<file path="src/rtl/mmul_pkg.sv">
// Shared types and constants for the mmul_seq sequencer: state encoding,
// datapath widths and default timing parameters.
package mmul_pkg;

  localparam int X_W  = 8;   // X-vector byte width
  localparam int R_W  = 9;   // SRAM result word width
  localparam int WD_W = 10;  // watchdog counter width

  localparam int RD_WORDS_DEF  = 16;
  localparam int WB_LAT_DEF    = 2;
  localparam int TO_CYCLES_DEF = 1023;

  typedef enum logic [2:0] {
    ST_IDLE    = 3'd0,
    ST_LOAD    = 3'd1,
    ST_COMPUTE = 3'd2,
    ST_DRAIN   = 3'd3,
    ST_READ    = 3'd4,
    ST_DONE    = 3'd5,
    ST_ERR     = 3'd6
  } state_t;

endpackage

</file>
<file path="src/rtl/mmul_watchdog.sv">
// Wait-state watchdog for mmul_seq: counts enabled cycles since the last
// clear and flags expire on the cycle the count would reach LIMIT.
module mmul_watchdog
  import mmul_pkg::*;
#(
  parameter logic [WD_W-1:0] LIMIT = WD_W'(TO_CYCLES_DEF)
) (
  input  logic clk,
  input  logic rst,
  input  logic clear,
  input  logic enable,
  output logic expire
);

  logic [WD_W-1:0] cnt;

  assign expire = enable & ~clear & (cnt == LIMIT - WD_W'(1));

  always_ff @(posedge clk) begin
    if (rst) begin
      cnt <= '0;
    end else if (clear | expire) begin
      cnt <= '0;
    end else if (enable) begin
      cnt <= cnt + WD_W'(1);
    end
  end

endmodule

</file>
<file path="src/rtl/mmul_seq.sv">
// Matrix-multiply run sequencer: loads the X vector, runs the ALU, waits out
// write-back, then streams RD_WORDS results from SRAM. All outputs registered.
// Optional watchdog with ERR state: define MMUL_SEQ_WATCHDOG_EN.
module mmul_seq
  import mmul_pkg::*;
#(
  parameter int RD_WORDS  = RD_WORDS_DEF,
  parameter int WB_LAT    = WB_LAT_DEF,
  parameter int TO_CYCLES = TO_CYCLES_DEF
) (
  input  logic           clk,
  input  logic           rst,
  input  logic           start,
  input  logic           abort,
  input  logic           x_valid_in,
  input  logic [X_W-1:0] x_data_in,
  output logic           x_ready_out,
  output logic           input_load_en,
  output logic           valid_input,
  output logic [X_W-1:0] X_load,
  input  logic           xload_done,
  input  logic           ALU_done,
  output logic           ALU_en,
  output logic           cs_n,
  input  logic           ry,
  input  logic [R_W-1:0] read_data,
  output logic           rd_valid,
  output logic [R_W-1:0] rd_data,
  output logic           busy,
  output logic           done,
  output logic           err_timeout
);

  localparam int DRAIN_W = (WB_LAT > 1) ? $clog2(WB_LAT) : 1;
  localparam logic [DRAIN_W-1:0] DRAIN_LAST = DRAIN_W'((WB_LAT > 0) ? WB_LAT - 1 : 0);
  localparam logic [4:0] BEAT_LAST = 5'(RD_WORDS - 1);
  localparam logic [WD_W-1:0] TO_LIMIT = WD_W'(TO_CYCLES);

  state_t state, state_base, state_nx;
  logic [4:0] beat_cnt, beat_base, beat_nx;
  logic [DRAIN_W-1:0] drain_cnt, drain_base, drain_nx;
  logic beat, accept, wd_expire;

  assign beat   = (state == ST_READ) & ry;
  assign accept = x_valid_in & x_ready_out;

  // NOTE: every variable gets a default before the case so no latch is inferred.
  always_comb begin
    state_base = state;
    beat_base  = beat_cnt;
    drain_base = drain_cnt;
    case (state)
      ST_IDLE:    if (start) state_base = ST_LOAD;
      ST_LOAD:    if (xload_done) state_base = ST_COMPUTE;
      ST_COMPUTE: begin
        if (ALU_done) begin
          state_base = (WB_LAT == 0) ? ST_READ : ST_DRAIN;
          drain_base = '0;
        end
      end
      ST_DRAIN: begin
        if (drain_cnt == DRAIN_LAST) begin
          state_base = ST_READ;
          drain_base = '0;
        end else begin
          drain_base = drain_cnt + DRAIN_W'(1);
        end
      end
      ST_READ: begin
        if (ry) begin
          if (beat_cnt == BEAT_LAST) begin
            state_base = ST_DONE;
            beat_base  = '0;
          end else begin
            beat_base = beat_cnt + 5'd1;
          end
        end
      end
      ST_DONE:    state_base = ST_IDLE;
      ST_ERR:     if (start) state_base = ST_LOAD;
      default:    state_base = ST_IDLE;
    endcase
    // abort outranks every other event in the same cycle
    if (abort) begin
      state_base = ST_IDLE;
      beat_base  = '0;
      drain_base = '0;
    end
  end

`ifdef MMUL_SEQ_WATCHDOG_EN
  logic wd_clear, wd_enable;

  assign wd_enable = (state == ST_LOAD) | (state == ST_COMPUTE) | (state == ST_READ);
  assign wd_clear  = (state_base != state) | beat;

  mmul_watchdog #(.LIMIT(TO_LIMIT)) u_watchdog (
    .clk    (clk),
    .rst    (rst),
    .clear  (wd_clear),
    .enable (wd_enable),
    .expire (wd_expire)
  );

  always_ff @(posedge clk) begin
    if (rst) err_timeout <= 1'b0;
    else     err_timeout <= (state_nx == ST_ERR);
  end
`else
  logic unused_to;

  // TO_CYCLES only matters when the watchdog is built.
  assign unused_to   = ^TO_LIMIT;
  assign wd_expire   = 1'b0;
  assign err_timeout = 1'b0;
`endif

  always_comb begin
    state_nx = state_base;
    beat_nx  = beat_base;
    drain_nx = drain_base;
    if (wd_expire) begin
      state_nx = ST_ERR;
      beat_nx  = '0;
      drain_nx = '0;
    end
  end

  // NOTE: sequential state uses non-blocking assignments so every register
  // samples pre-edge values regardless of statement order.
  always_ff @(posedge clk) begin
    if (rst) begin
      state         <= ST_IDLE;
      beat_cnt      <= '0;
      drain_cnt     <= '0;
      x_ready_out   <= 1'b0;
      input_load_en <= 1'b0;
      valid_input   <= 1'b0;
      X_load        <= '0;
      ALU_en        <= 1'b0;
      cs_n          <= 1'b1;
      rd_valid      <= 1'b0;
      rd_data       <= '0;
      busy          <= 1'b0;
      done          <= 1'b0;
    end else begin
      state         <= state_nx;
      beat_cnt      <= beat_nx;
      drain_cnt     <= drain_nx;
      x_ready_out   <= (state_nx == ST_LOAD);
      input_load_en <= (state_nx == ST_LOAD);
      valid_input   <= accept & ~abort & ~wd_expire;
      if (accept & ~abort & ~wd_expire) X_load <= x_data_in;
      ALU_en        <= (state_nx == ST_COMPUTE);
      cs_n          <= (state_nx != ST_READ);
      rd_valid      <= beat & ~abort;
      if (beat & ~abort) rd_data <= read_data;
      busy          <= (state_nx != ST_IDLE) && (state_nx != ST_ERR);
      done          <= (state_nx == ST_DONE);
    end
  end

endmodule

</file>
<file path="config.mk">
export PLATFORM = sky130hd
export DESIGN_NAME = mmul_seq
export DESIGN_NICKNAME = d
export VERILOG_FILES = /design/src/rtl/mmul_pkg.sv /design/src/rtl/mmul_watchdog.sv /design/src/rtl/mmul_seq.sv
export SDC_FILE = /design/constraint.sdc
export NUM_CORES = 1
export LEC_CHECK = 0
export CAP_MARGIN = 15
export CORE_MARGIN = 2
export CORE_UTILIZATION = 48
export CTS_BUF_LIST = sky130_fd_sc_hd__clkbuf_8
export DETAILED_ROUTE_END_ITERATION = 10
export HOLD_SLACK_MARGIN = 0.05
export MAX_ROUTING_LAYER = met4
export PLACE_DENSITY_LB_ADDON = 0.1
export SLEW_MARGIN = 20
export SYNTH_ARGS = -nofsm -noshare
export SYNTH_HDL_FRONTEND = slang
export SYNTH_SLANG_ARGS = --single-unit
</file>
<file path="constraint.sdc">
create_clock -name clk -period 3.2 [get_ports clk]
set_input_delay 0.32 -clock clk [delete_from_list [all_inputs] [get_ports clk]]
set_output_delay 0.32 -clock clk [all_outputs]
set_load 0.05 [all_outputs]
</file>
Word level (Yosys, flattened, before mapping)
Cells that the tools add are included.

word-level totals
  input port bits = 25
  flip-flop bits (word level) = 33
  output and inout port bits = 26
  logic and storage cells = 51

cells by class
  multiplexer cells = 12
  equality and inequality tests = 12
  reduce and logical (&&, ||, !) cells = 8
  add/subtract/negate cells = 2
  bitwise gates (word level) = 5

operators by type and width
  operator             number
  $mux 3               7
  $pmux 3 s5           1
  $eq 3x2->1 const B   3
  $eq 3x3->1 const B   3
  $eq 3x1->1 const B   2
  $ne 3x3->1 const B   2
  $add 5x1->5 const B  1
  $eq 5x4->1 const B   1
  $mux 5               1
  $and 1x1->1          4
  $reduce_and 2->1     2
  $reduce_or 2->1      2
  $logic_not 3->1      1
  $reduce_bool 3->1    1
  $mux 1               2
  $ne 2x2->1 const B   1
  $pmux 1 s2           1
  $reduce_bool 2->1    1
  $add 1x1->1 const B  1
  $logic_and 1x1->1    1
  $not 1->1            1

Logic depth before layout (Yosys ltp)
Gate-level depths: netlist (run 1).

  depth in word-level cells = 7
  mapped depth = 5
  gate-level depth less buffers = 4

Worst setup path after synthesis (run 1)
Ideal clock, no wire load.

  path kind = register to register
  start point = reg state[1]
  end point = reg busy
  period minus slack after synthesis = 1.274 ns
  required time = 3.126 ns
  path buffers = 1
  path slack = 1.926 ns
  library setup time = 0.074 ns
  data arrival time = 1.200 ns
  cell stages (with the launch flop) = 6
  path through = dfxtp_1 > buf_4 > nor2b_4 > a32oi_2 > or2b_1 > a31oi_1

on the way
  word-level cells in the longest chain between the ends = 6
  elaborated cells between the ends (all ways) = 18
  those cells by class = eq/ne: 6; mux: 8; reduce/logical: 4

RTL lines
  element                                              line             text
  from (decl)                                          mmul_seq.sv:39   state_t state, state_base, state_nx;
  from (signal assigned)                               mmul_seq.sv:147  state <= state_nx;
  $eq 3x3->1, or another cell as far along             mmul_seq.sv:52   case (state)
  $reduce_or 2->1 (no line) or $mux 3 (tied branches)  --
  $pmux 3 s5 (*)                                       mmul_seq.sv:52
  $mux 3 (*)                                           mmul_seq.sv:84   if (abort) begin
  $ne 3x3->1 or $reduce_bool 3->1 (tied branches)      mmul_seq.sv:158  busy <= (state_nx != ST_IDLE) && (state_nx != ST_ERR);
  $logic_and 1x1->1 (*)                                mmul_seq.sv:158
  to (signal assigned)                                 mmul_seq.sv:158
  to (decl)                                            mmul_seq.sv:29   output logic busy,

Every way passes the cells marked *; elsewhere a longest branch is shown, timed or not.
A chain may end at the register's enable or synchronous reset.

Final worst setup path (run 1)
  start point = reg state[2]
  end point = reg rd_data[1]

on the way
  word-level cells in the longest chain between the ends = 3

RTL lines
  element               line             text
  $eq 3x3->1            mmul_seq.sv:44   assign beat = (state == ST_READ) & ry;
  $and 1x1->1           mmul_seq.sv:44
  $and 1x1->1           mmul_seq.sv:157  if (beat & ~abort) rd_data <= read_data;
  to (signal assigned)  mmul_seq.sv:157
  to (decl)             mmul_seq.sv:28   output logic [R_W-1:0] rd_data,

Every way passes these cells.

==> summary.md, run 1 <==
| Metric | Value |
|---|---|
| RSZ-0062 raised after global routing | no |
| CTS Buffer Depth | 2 |
| Simple-gate share of the synthesized area | 21.8% |
| Power Density | 419 nW/um^2 |
| Min Hold Slack | 0.437 ns |
| Filler cell count | 185 |
| GRT overflow | 0 |
| Dpl cells | 209 |
| Post-DR wirelength/cell | 13.1 um |
| DR iter-0 viols | 19 |
| Final cycle utilization of the critical path | 57.6% |
| CP Capture Type | register |
| CP arrival | 2.04 ns |
| Dpl cell area | 1790 sq um |
| Met2 wire len | 1.39 mm |
| Final Hold Violating Endpoints | 0 |
| Setup_tns | 0 ns |
| Worst slack at placement | 1.09 ns |
| Synthesis-to-layout area growth | 42.1% |
| Hold Path Class | reg -> reg |
| Diodes inserted | 0 |
| Most common cell after layout, fill and taps aside | clkdlybuf4s50_1 |
| Clk sinks | 33 |
| Slowest CP cell | nand4bb_1 |
| Maximum vdd drop | 0.377 mV |
| Initial DRT Pass Iterations | 4 |
| Row cnt | 18 |
| Max Used Layer | met4 |
| Die W | 56.3 um |
| LEAKAGE | 0.723 nW |
| Worst Path Max Fanout | 15 |
| Initial Util | 51.7% |
| CTS buffer count | 5 |
| Share of cells above drive strength 1 | 7.49% |
| Worst-skew pair later-pin latency | 0.28 ns |
| Final nets | 212 |
| Mux contribution to synthesized area | 6.85% |
| Final non-filler cell total | 217 |
| H-tree depth | 2 |
| Compound-Gate Fraction of Synth Area | 14.2% |
| Cell count after synthesis | 140 |
| Startpoint type of the worst setup path | register |
| Async S/R FF share, synth | 0% |
| I/O Buffers | 49 |
| Total track usage | 19.6% |
| Antenna-violating nets left | 0 |
| Vias in the first global route | 1076 |
| Final Max Slew Viols | 0 |
| Gpl congestion | 0.829 |
| Initial antenna violation count | 0 |
| Met1 WL | 1.26 mm |
| Skew final | 0.0137 ns |
| Via count | 1158 |
| Setup Fix Bufs, Post-CTS | 0 |
| Largest family of logic cells by synthesized area | simple AND/OR/NAND/NOR gates |
| Clock root cell | clkbuf_8 |
| Flops & latches, synth | 33 |
| Final core occ | 73.4% |
| DP HPWL | 2.09 mm |
| Ports | 51 |
| Die height | 56.3 um |
| CP Class | reg -> reg |
| MaxCap Viol Count | 0 |
| Part of the Yosys area used for sequential elements | 50.2% |
| Die area | 3170 sq um |
| DR WL met3 | 185 um |
| WL final | 2.85 mm |
| Post-Synth XOR/XNOR Area | 1.33% |
| Synthesized Nets | 166 |
| Number of distinct library cells after synthesis | 37 |
| Cell area after synthesis | 1320 sq um |
| Vias per cell | 5.34 |
| Crit path time final | 1.84 ns |
| Post-route design area | 1870 sq um |
| CTS Hold Bufs | 0 |
| EDFF count, synth | 0 |
| Worst-path clk slew | 0.07 ns |
| Final setup viols | 0 |
| Rel. slew slack | 57.1% |
| YS warnings | 0 |
| Fmax | 0.542 GHz |
| CP peak stage delay | 0.51 ns |
| Area of the core | 2540 sq um |
| CP Data Required Time | 3.39 ns |
| Status | completed |
| Residual DRC | 0 |
| TritonCTS clock tree | built |
| Adder-cell share of the synthesized area | 0.951% |
| Most used DFF post-synth | dfxtp_1 |
| Commonest cells after routing, fill and taps aside | 49 x clkdlybuf4s50_1, 33 x dfxtp_1, 17 x nand2_1, 17 x nor2_1, 12 x a21oi_1 |
| Post-route setup slack | 1.36 ns |
| Worst slew pin tran | 0.641 ns |
| Crit-path cells | nand4bb_1 > nor2_2 > nand2_1 > a21oi_1 |
| Largest net degree at the start of global routing | 21 |
| Tot Pwr | 783 uW |
| First-pass GRT wire length | 4.67 mm |
| Post_cts resized | 0 |
| Mean post-synth cell area | 9.39 sq um |
-- path summary, 6_finish.rpt --
path | from | end | slack, ns | cells past startpoint
min reg2reg | beat_cnt[4] | beat_cnt[4] | 0.44 | 2
max | state[2] | rd_data[1] | 1.36 | 4
max reg2reg | state[2] | rd_data[1] | 1.36 | 4
min | beat_cnt[4] | beat_cnt[4] | 0.44 | 2
-- flip-flops by register name, indices dropped and copies added (netlist names) --
register       count
busy               1
input_load_en      1
state              3
done               1
valid_input        1
cs_n               1
ALU_en             1
drain_cnt          1
beat_cnt           5
rd_data            9
rd_valid           1
X_load             8
-- report_power, final --
part	switching [mW]	total, mW	internal [mW]
Combinational	0.0356	0.0749	0.0393
Clock	0.143	0.291	0.147
Sequential	0.00354	0.418	0.414
-- layout make-up --
cell class              count  area (sq um)  share of cell area, %
clock inverters             3          13.8                  0.737
multi-input cells          97           597                   31.9
repair buffers             49           490                   26.3
well taps                  30          37.5                   2.01
clock buffers               5          68.8                   3.68
flip-flops and latches     33           661                   35.4
-- worst max-delay path: cells and delay by family, from the launching register on --
kind	cells	cell delay (ns)
compound gates	1	0.14
flops	1	0.49
simple gates	3	1.12
-- cells by family (layout without fill, tap and decap cells) --
family	Yosys count	in the layout
simple gates	55	55
flops	33	33
compound gates	29	29
buf+inv	10	57
mux	9	9
xor+xnor	2	2
fa+ha+maj	1	1
other cells	1	1
-- cells in the mapped netlist, drive strengths merged (2+ instances only) --
cell type / number / area [sq um]
nand3: 2 / 10.0
nor3: 3 / 15.0
nand2: 17 / 63.8
a21oi: 12 / 60.1
clkbuf: 5 / 18.8
nand4b: 2 / 17.5
dfxtp: 33 / 661
nand3b: 3 / 22.5
o21ai: 9 / 45.0
nor2b: 2 / 20.0
buf: 5 / 38.8
mux2i: 9 / 90.1
nor2: 18 / 70.1
-- layer usage --
metal	GRT usage, %	up-vias
met2	32.9	40
met5	-	-
met4	5.10	0
met3	6.45	2
li1	-	578
met1	22.5	538
Note: power is estimated with default switching activity, not from simulation.
==> run 2: changes to the inputs <==
--- a/config.mk
+++ b/config.mk
@@ -7,7 +7,7 @@
 export LEC_CHECK = 0
 export CAP_MARGIN = 15
 export CORE_MARGIN = 2
-export CORE_UTILIZATION = 48
+export CORE_UTILIZATION = 44
 export CTS_BUF_LIST = sky130_fd_sc_hd__clkbuf_8
 export DETAILED_ROUTE_END_ITERATION = 10
 export HOLD_SLACK_MARGIN = 0.05
==> constraint.sdc (replaced) <==
create_clock -name clk -period 1.7 [get_ports clk]
set_input_delay 0.17 -clock clk [delete_from_list [all_inputs] [get_ports clk]]
set_output_delay 0.17 -clock clk [all_outputs]
set_load 0.05 [all_outputs]
==> run 2 against run 1 <==
Critical endpoint is now input_load_en. The flow now finishes with violations (DRC). Power rose by 86%. Via count fell by 0.52%. Highest routed layer unchanged. First-iteration DRC count rose by 58%. Non-clock buffer count rose by 4. Routed wire length rose by 2.4%. Register-to-register slack got worse by 1.1 ns. Clock skew fell by 0.0067 ns. Count of clock-buffer cells in the layout did not move. Hold slack improved by 0.0011 ns.
==> summary.md, run 2 (same netlist as run 1, synthesis figures left out) <==
| Metric | Value |
|---|---|
| Initial antenna violation count | 0 (unchanged) |
| DR iter-0 viols | 30 (+11) |
| Vias per cell | 5.24 (-1.9%) |
| Min Hold Slack | 0.438 ns (+0.00107 ns) |
| Most common cell after layout, fill and taps aside | clkdlybuf4s50_1 |
| Clock root cell | clkbuf_8 |
| Maximum vdd drop | 0.467 mV (+24%) |
| Setup_tns | 0 ns (unchanged) |
| DP HPWL | 2.15 mm (+2.7%) |
| Skew final | 0.00696 ns (-0.00669 ns) |
| Worst Path Max Fanout | 3 (-12) |
| Largest regs | rd_data (9), X_load (8), beat_cnt (5) |
| Slowest CP cell | clkdlybuf4s50_1 |
| Worst slack at placement | 0.125 ns (-0.969 ns) |
| CP Data Required Time | 1.53 ns (-1.86 ns) |
| Critical path's top delay family | buffers and inverters |
| Final cycle utilization of the critical path | 95.3% |
| Total track usage | 19.2% (-0.39 points) |
| Die W | 58.7 um (+4.1%) |
| Worst-path clk slew | 0.06 ns (about the same) |
| Final nets | 216 (+1.9%) |
| Final Max Slew Viols | 0 (unchanged) |
| CTS buffer count | 5 (unchanged) |
| Crit path time final | 1.62 ns |
| Startpoint type of the worst setup path | register |
| Hold Path Class | in -> reg |
| Largest net degree at the start of global routing | 20 (-4.8%) |
| Final setup viols | 0 (unchanged) |
| Synthesis-to-layout area growth | 43.8% |
| CTS Buffer Depth | 2 (unchanged) |
| RSZ-0062 raised after global routing | no |
| Status | complete, but fails checks |
| CP Class | reg -> out |
| Crit-path cells | clkdlybuf4s50_1 |
| Initial Util | 46.9% (-4.8 points) |
| Final Hold Violating Endpoints | 0 (unchanged) |
| Die area | 3440 sq um (+8.4%) |
| TritonCTS clock tree | built |
| Commonest cells after routing, fill and taps aside | 49 x clkdlybuf4s50_1, 33 x dfxtp_1, 17 x nand2_1, 17 x nor2_1, 12 x a21oi_1 |
| Area of the core | 2810 sq um (+10%) |
| Power Density | 772 nW/um^2 (+84%) |
| First-pass GRT wire length | 4.71 mm (+0.73%) |
| Via count | 1152 (-0.52%) |
| Die height | 58.7 um (+4.1%) |
| Post-route setup slack | 0.0791 ns (-1.28 ns) |
| Worst slew pin tran | 0.521 ns (-0.120 ns) |
| Worst-skew pair later-pin latency | 0.28 ns (about the same) |
| Top reg by flops | rd_data |
| Post-DR wirelength/cell | 13.3 um (+0.99%) |
| CP arrival | 1.45 ns (-0.59 ns) |
| Max reg flops | 9 (unchanged) |
| Post-route design area | 1890 sq um (+1.2%) |
| R2r startpoint | state[0] |
| Gpl congestion | 0.757 (-8.7%) |
| Fmax | 0.617 GHz |
| Ports | 51 (unchanged) |
| Hold path startpoint | read_data[4] |
| LEAKAGE | 0.732 nW (+1.2%) |
| CTS Hold Bufs | 0 (unchanged) |
| H-tree depth | 2 (unchanged) |
| Clk sinks | 33 (unchanged) |
| Initial DRT Pass Iterations | 7 (+3) |
| Post_cts resized | 0 (unchanged) |
| Antenna-violating nets left | 0 (unchanged) |
| Diodes inserted | 0 (unchanged) |
| MaxCap Viol Count | 0 (unchanged) |
| Tot Pwr | 1.46 mW (+86%) |
| Failing checks | DRC |
| WL final | 2.92 mm (+2.4%) |
| Vias in the first global route | 1046 (-2.8%) |
| Residual DRC | 4 (+4) |
| CP Capture Type | primary output |
| WP buf/inv | 1 (+1) |
| Row cnt | 19 (+1) |
| GRT overflow | 0 (unchanged) |
| Rel. slew slack | 65.1% (+8.0 points) |
| I/O Buffers | 49 (unchanged) |
| Share of cells above drive strength 1 | 8.99% (+1.5 points) |
| Dpl cell area | 1820 sq um (+1.8%) |
| Crit path from | input_load_en |
| CP peak stage delay | 0.81 ns (+0.30 ns) |
| Setup Fix Bufs, Post-CTS | 0 (unchanged) |
==> run 2: path summary, 6_finish.rpt <==
check / to / slack [ns] / cells after the start
worst max-delay path: input_load_en / 0.08 / 1
worst max register to register: busy / 0.22 / 4
worst min-delay path: rd_data[4] / 0.44 / 3
worst min register to register: beat_cnt[4] / 0.44 / 2
==> run 2: tightest hold or removal path: stages <==
cell             delay (ns)
clkdlybuf4s50_1        0.40
nand2_1                0.05
a21oi_1                0.05
==> run 2: per-layer routing <==
layer | GRT usage, % | vias up | part of all wire, %
li1 | - | 583 | -
met5 | - | - | 0
met2 | 30.5 | 37 | 49
met4 | 8.77 | 0 | 2.1
met3 | 7.47 | 5 | 8.0
met1 | 21.3 | 527 | 41
==> run 2: power breakdown <==
group	internal, mW	switching [mW]
Sequential	0.780	0.00667
Clock	0.269	0.257
Combinational	0.0775	0.0684
==> run 2: cell type report <==
cell class	count	area, sq um
clock buffer	5	68.8
tap	31	38.8
timing repair buffer	53	520
multi-input combinational	97	597
fill	238	915
clock inverter	1	5.00
sequential	33	661
==> run 2: stage by stage <==
step | cells | utilization [%]
finish | 220 | 67.4
detailed placement | 214 | 64.8
global route | 220 | 67.4
floorplan | 140 | -
CTS | 220 | 67.4
global placement | 214 | 64.8
==> run 3: changes to the inputs <==
--- a/config.mk
+++ b/config.mk
@@ -6,13 +6,14 @@
 export NUM_CORES = 1
 export LEC_CHECK = 0
 export CAP_MARGIN = 15
-export CORE_MARGIN = 2
 export CORE_UTILIZATION = 44
 export CTS_BUF_LIST = sky130_fd_sc_hd__clkbuf_8
+export CTS_CLUSTER_DIAMETER = 30
 export DETAILED_ROUTE_END_ITERATION = 10
 export HOLD_SLACK_MARGIN = 0.05
 export MAX_ROUTING_LAYER = met4
 export PLACE_DENSITY_LB_ADDON = 0.1
+export REMOVE_ABC_BUFFERS = 1
 export SLEW_MARGIN = 20
 export SYNTH_ARGS = -nofsm -noshare
 export SYNTH_HDL_FRONTEND = slang
==> run 3 against run 2 <==
Non-clock buffer count did not move. Largest power group unchanged. Routed wire length rose by 8.6%. Critical path depth did not move. Register-to-register slack got worse by 0.07 ns. Final area rose by 1.5%. The flow still finishes with violations (DRC).
==> summary.md, run 3 (same netlist as run 1, synthesis figures left out) <==
| Metric | Value |
|---|---|
| CP Class | reg -> out |
| Via count | 1164 (+1.0%) |
| Die W | 56.7 um (-3.4%) |
| Total track usage | 21.6% (+2.4 points) |
| CP arrival | 1.48 ns (+0.03 ns) |
| Row cnt | 19 (unchanged) |
| Final setup viols | 0 (unchanged) |
| Combinational group share of total power | 9.3% (-0.7 points) |
| Final cycle utilization of the critical path | 97.0% (+1.6 points) |
| Met3 usage | 7.60% (+0.13 points) |
| Rel. slew slack | 64.5% (-0.62 points) |
| Maximum vdd drop | 0.747 mV (+60%) |
| H-tree depth | 2 (unchanged) |
| Met1 usage | 24.9% (+3.6 points) |
| Largest net degree at the start of global routing | 20 (unchanged) |
| Synthesis-to-layout area growth | 45.9% |
| Failing checks | DRC |
| Crit-path cells | clkdlybuf4s50_1 |
| Skew final | 0.00327 ns (-0.00369 ns) |
| Gpl congestion | 0.713 (-5.8%) |
| Vias per cell | 5.24 (+0.13%) |
| Antenna-violating nets left | 0 (unchanged) |
| Clock root cell | clkbuf_8 |
| MaxCap Viol Count | 0 (unchanged) |
| GR peak layer | met2 |
| Ports | 51 (unchanged) |
| Min Hold Slack | 0.435 ns (-0.00399 ns) |
| Pint | 1.22 mW (+8.6%) |
| Crit path time final | 1.65 ns (+0.0278 ns) |
| Max reg flops | 9 (unchanged) |
| Final nets | 216 (unchanged) |
| Final Hold Violating Endpoints | 0 (unchanged) |
| CTS buffer count | 5 (unchanged) |
| Post-route setup slack | 0.0513 ns (-0.0278 ns) |
| Initial DRT Pass Iterations | 7 (unchanged) |
| Status | complete, but fails checks |
| Startpoint type of the worst setup path | register |
| WP buf/inv | 1 (unchanged) |
| Die area | 3210 sq um (-6.7%) |
| DP HPWL | 2.25 mm (+4.8%) |
| Die height | 56.7 um (-3.4%) |
| Sw power | 364 uW (+9.4%) |
| Power Density | 827 nW/um^2 (+7.2%) |
| Residual DRC | 2 (-2) |
| Critical path's top delay family | buffers and inverters |
| Fmax | 0.607 GHz (-1.7%) |
| GR Layer Usage met2 | 33.5% (+3.0 points) |
| Worst slack at placement | 0.146 ns (+0.0220 ns) |
| DR iter-0 viols | 32 (+6.7%) |
| Largest regs | rd_data (9), X_load (8), beat_cnt (5) |
| Area of the core | 2810 sq um (unchanged) |
| LEAKAGE | 0.746 nW (+2.0%) |
| Post_cts resized | 0 (unchanged) |
| CP Capture Type | primary output |
| I/O Buffers | 49 (unchanged) |
| Diodes inserted | 0 (unchanged) |
| Filler cell count | 246 (+3.4%) |
| Post-DR wirelength/cell | 14.3 um (+7.7%) |
| CP peak stage delay | 0.84 ns (+0.03 ns) |
| GRT overflow | 0 (unchanged) |
| Initial Util | 46.9% (unchanged) |
| Hold Path Class | in -> reg |
| WL final | 3.17 mm (+8.6%) |
| CTS Buffer Depth | 2 (unchanged) |
| Commonest cells after routing, fill and taps aside | 49 x clkdlybuf4s50_1, 33 x dfxtp_1, 17 x nand2_1, 17 x nor2_1, 12 x a21oi_1 |
| Setup Fix Bufs, Post-CTS | 0 (unchanged) |
| Clock group share of total power | 41.1% (+5.1 points) |
| Worst slew pin tran | 0.530 ns (+0.00923 ns) |
| Slowest CP cell | clkdlybuf4s50_1 |
| RSZ-0062 raised after global routing | no |
| TritonCTS clock tree | built |
| Switching Share | 22.9% (+0.14 points) |
| Share of cells above drive strength 1 | 9.95% (+0.95 points) |
| Worst Path Max Fanout | 2 (-1) |
| Final core occ | 68.4% (+0.98 points) |
| Worst-skew pair later-pin latency | 0.29 ns (about the same) |
| Top reg by flops | rd_data |
| Clk sinks | 33 (unchanged) |
| Most common cell after layout, fill and taps aside | clkdlybuf4s50_1 |
| Worst-path clk slew | 0.07 ns (about the same) |
| Vias in the first global route | 1103 (+5.4%) |
| CTS Hold Bufs | 0 (unchanged) |
| CP Data Required Time | 1.53 ns (about the same) |
| First-pass GRT wire length | 4.98 mm (+5.9%) |
| Final Max Slew Viols | 0 (unchanged) |
| Initial antenna violation count | 0 (unchanged) |
| Seq pwr share | 49.6% (-4.4 points) |
## run 3: cell types whose count changed in the layout (fill, tap and decap cells not counted)
cell | previous run | this run
clkbuf_8 | 5 | 7
## run 3: power by group through the flow
stage / registers (mW) / logic, mW / clock network, mW
finish: 0.787 / 0.147 / 0.653
global route: 0.788 / 0.156 / 0.684
CTS: 0.787 / 0.147 / 0.663
detailed placement: 0.805 / 0.147 / 0
global placement: 0.804 / 0.144 / 0
floorplan: 0.827 / 0.0328 / 0
## run 3: path summary, 6_finish.rpt
check	startpoint	to	slack [ns]	cells past startpoint
min	read_data[6]	rd_data[6]	0.43	3
max	X_load[7]	X_load[7]	0.05	1
max reg2reg	state[0]	busy	0.15	4
min reg2reg	beat_cnt[4]	beat_cnt[4]	0.47	2
## run 3: area by class of cell
type	instances	area [sq um]	area share, %
Clock buffer	7	96.3	5.02
Clock inverter	1	5.00	0.261
Multi-Input combinational cell	97	597	31.1
Sequential cell	33	661	34.4
Tap cell	31	38.8	2.02
Timing Repair Buffer	53	520	27.1
## run 3: metal layers
metal / part of all wire, % / routed length [um] / vias up
met1: 43 / 1360 / 547
li1: - / - / 580
met4: 1.7 / 53 / 0
met2: 50 / 1580 / 32
met3: 5.6 / 177 / 5
met5: 0 / 0 / -
## run 3: through the flow
stage	TNS, ns	instances	total power [mW]	instance area, sq um
2_1_floorplan	-1.56	130	0.860	1260
3_3_place_gp	0	214	0.948	1820
3_5_place_dp	0	214	0.951	1820
4_1_cts	0	222	1.60	1920
5_1_grt	0	222	1.63	1920
6_report	0	222	1.59	1920
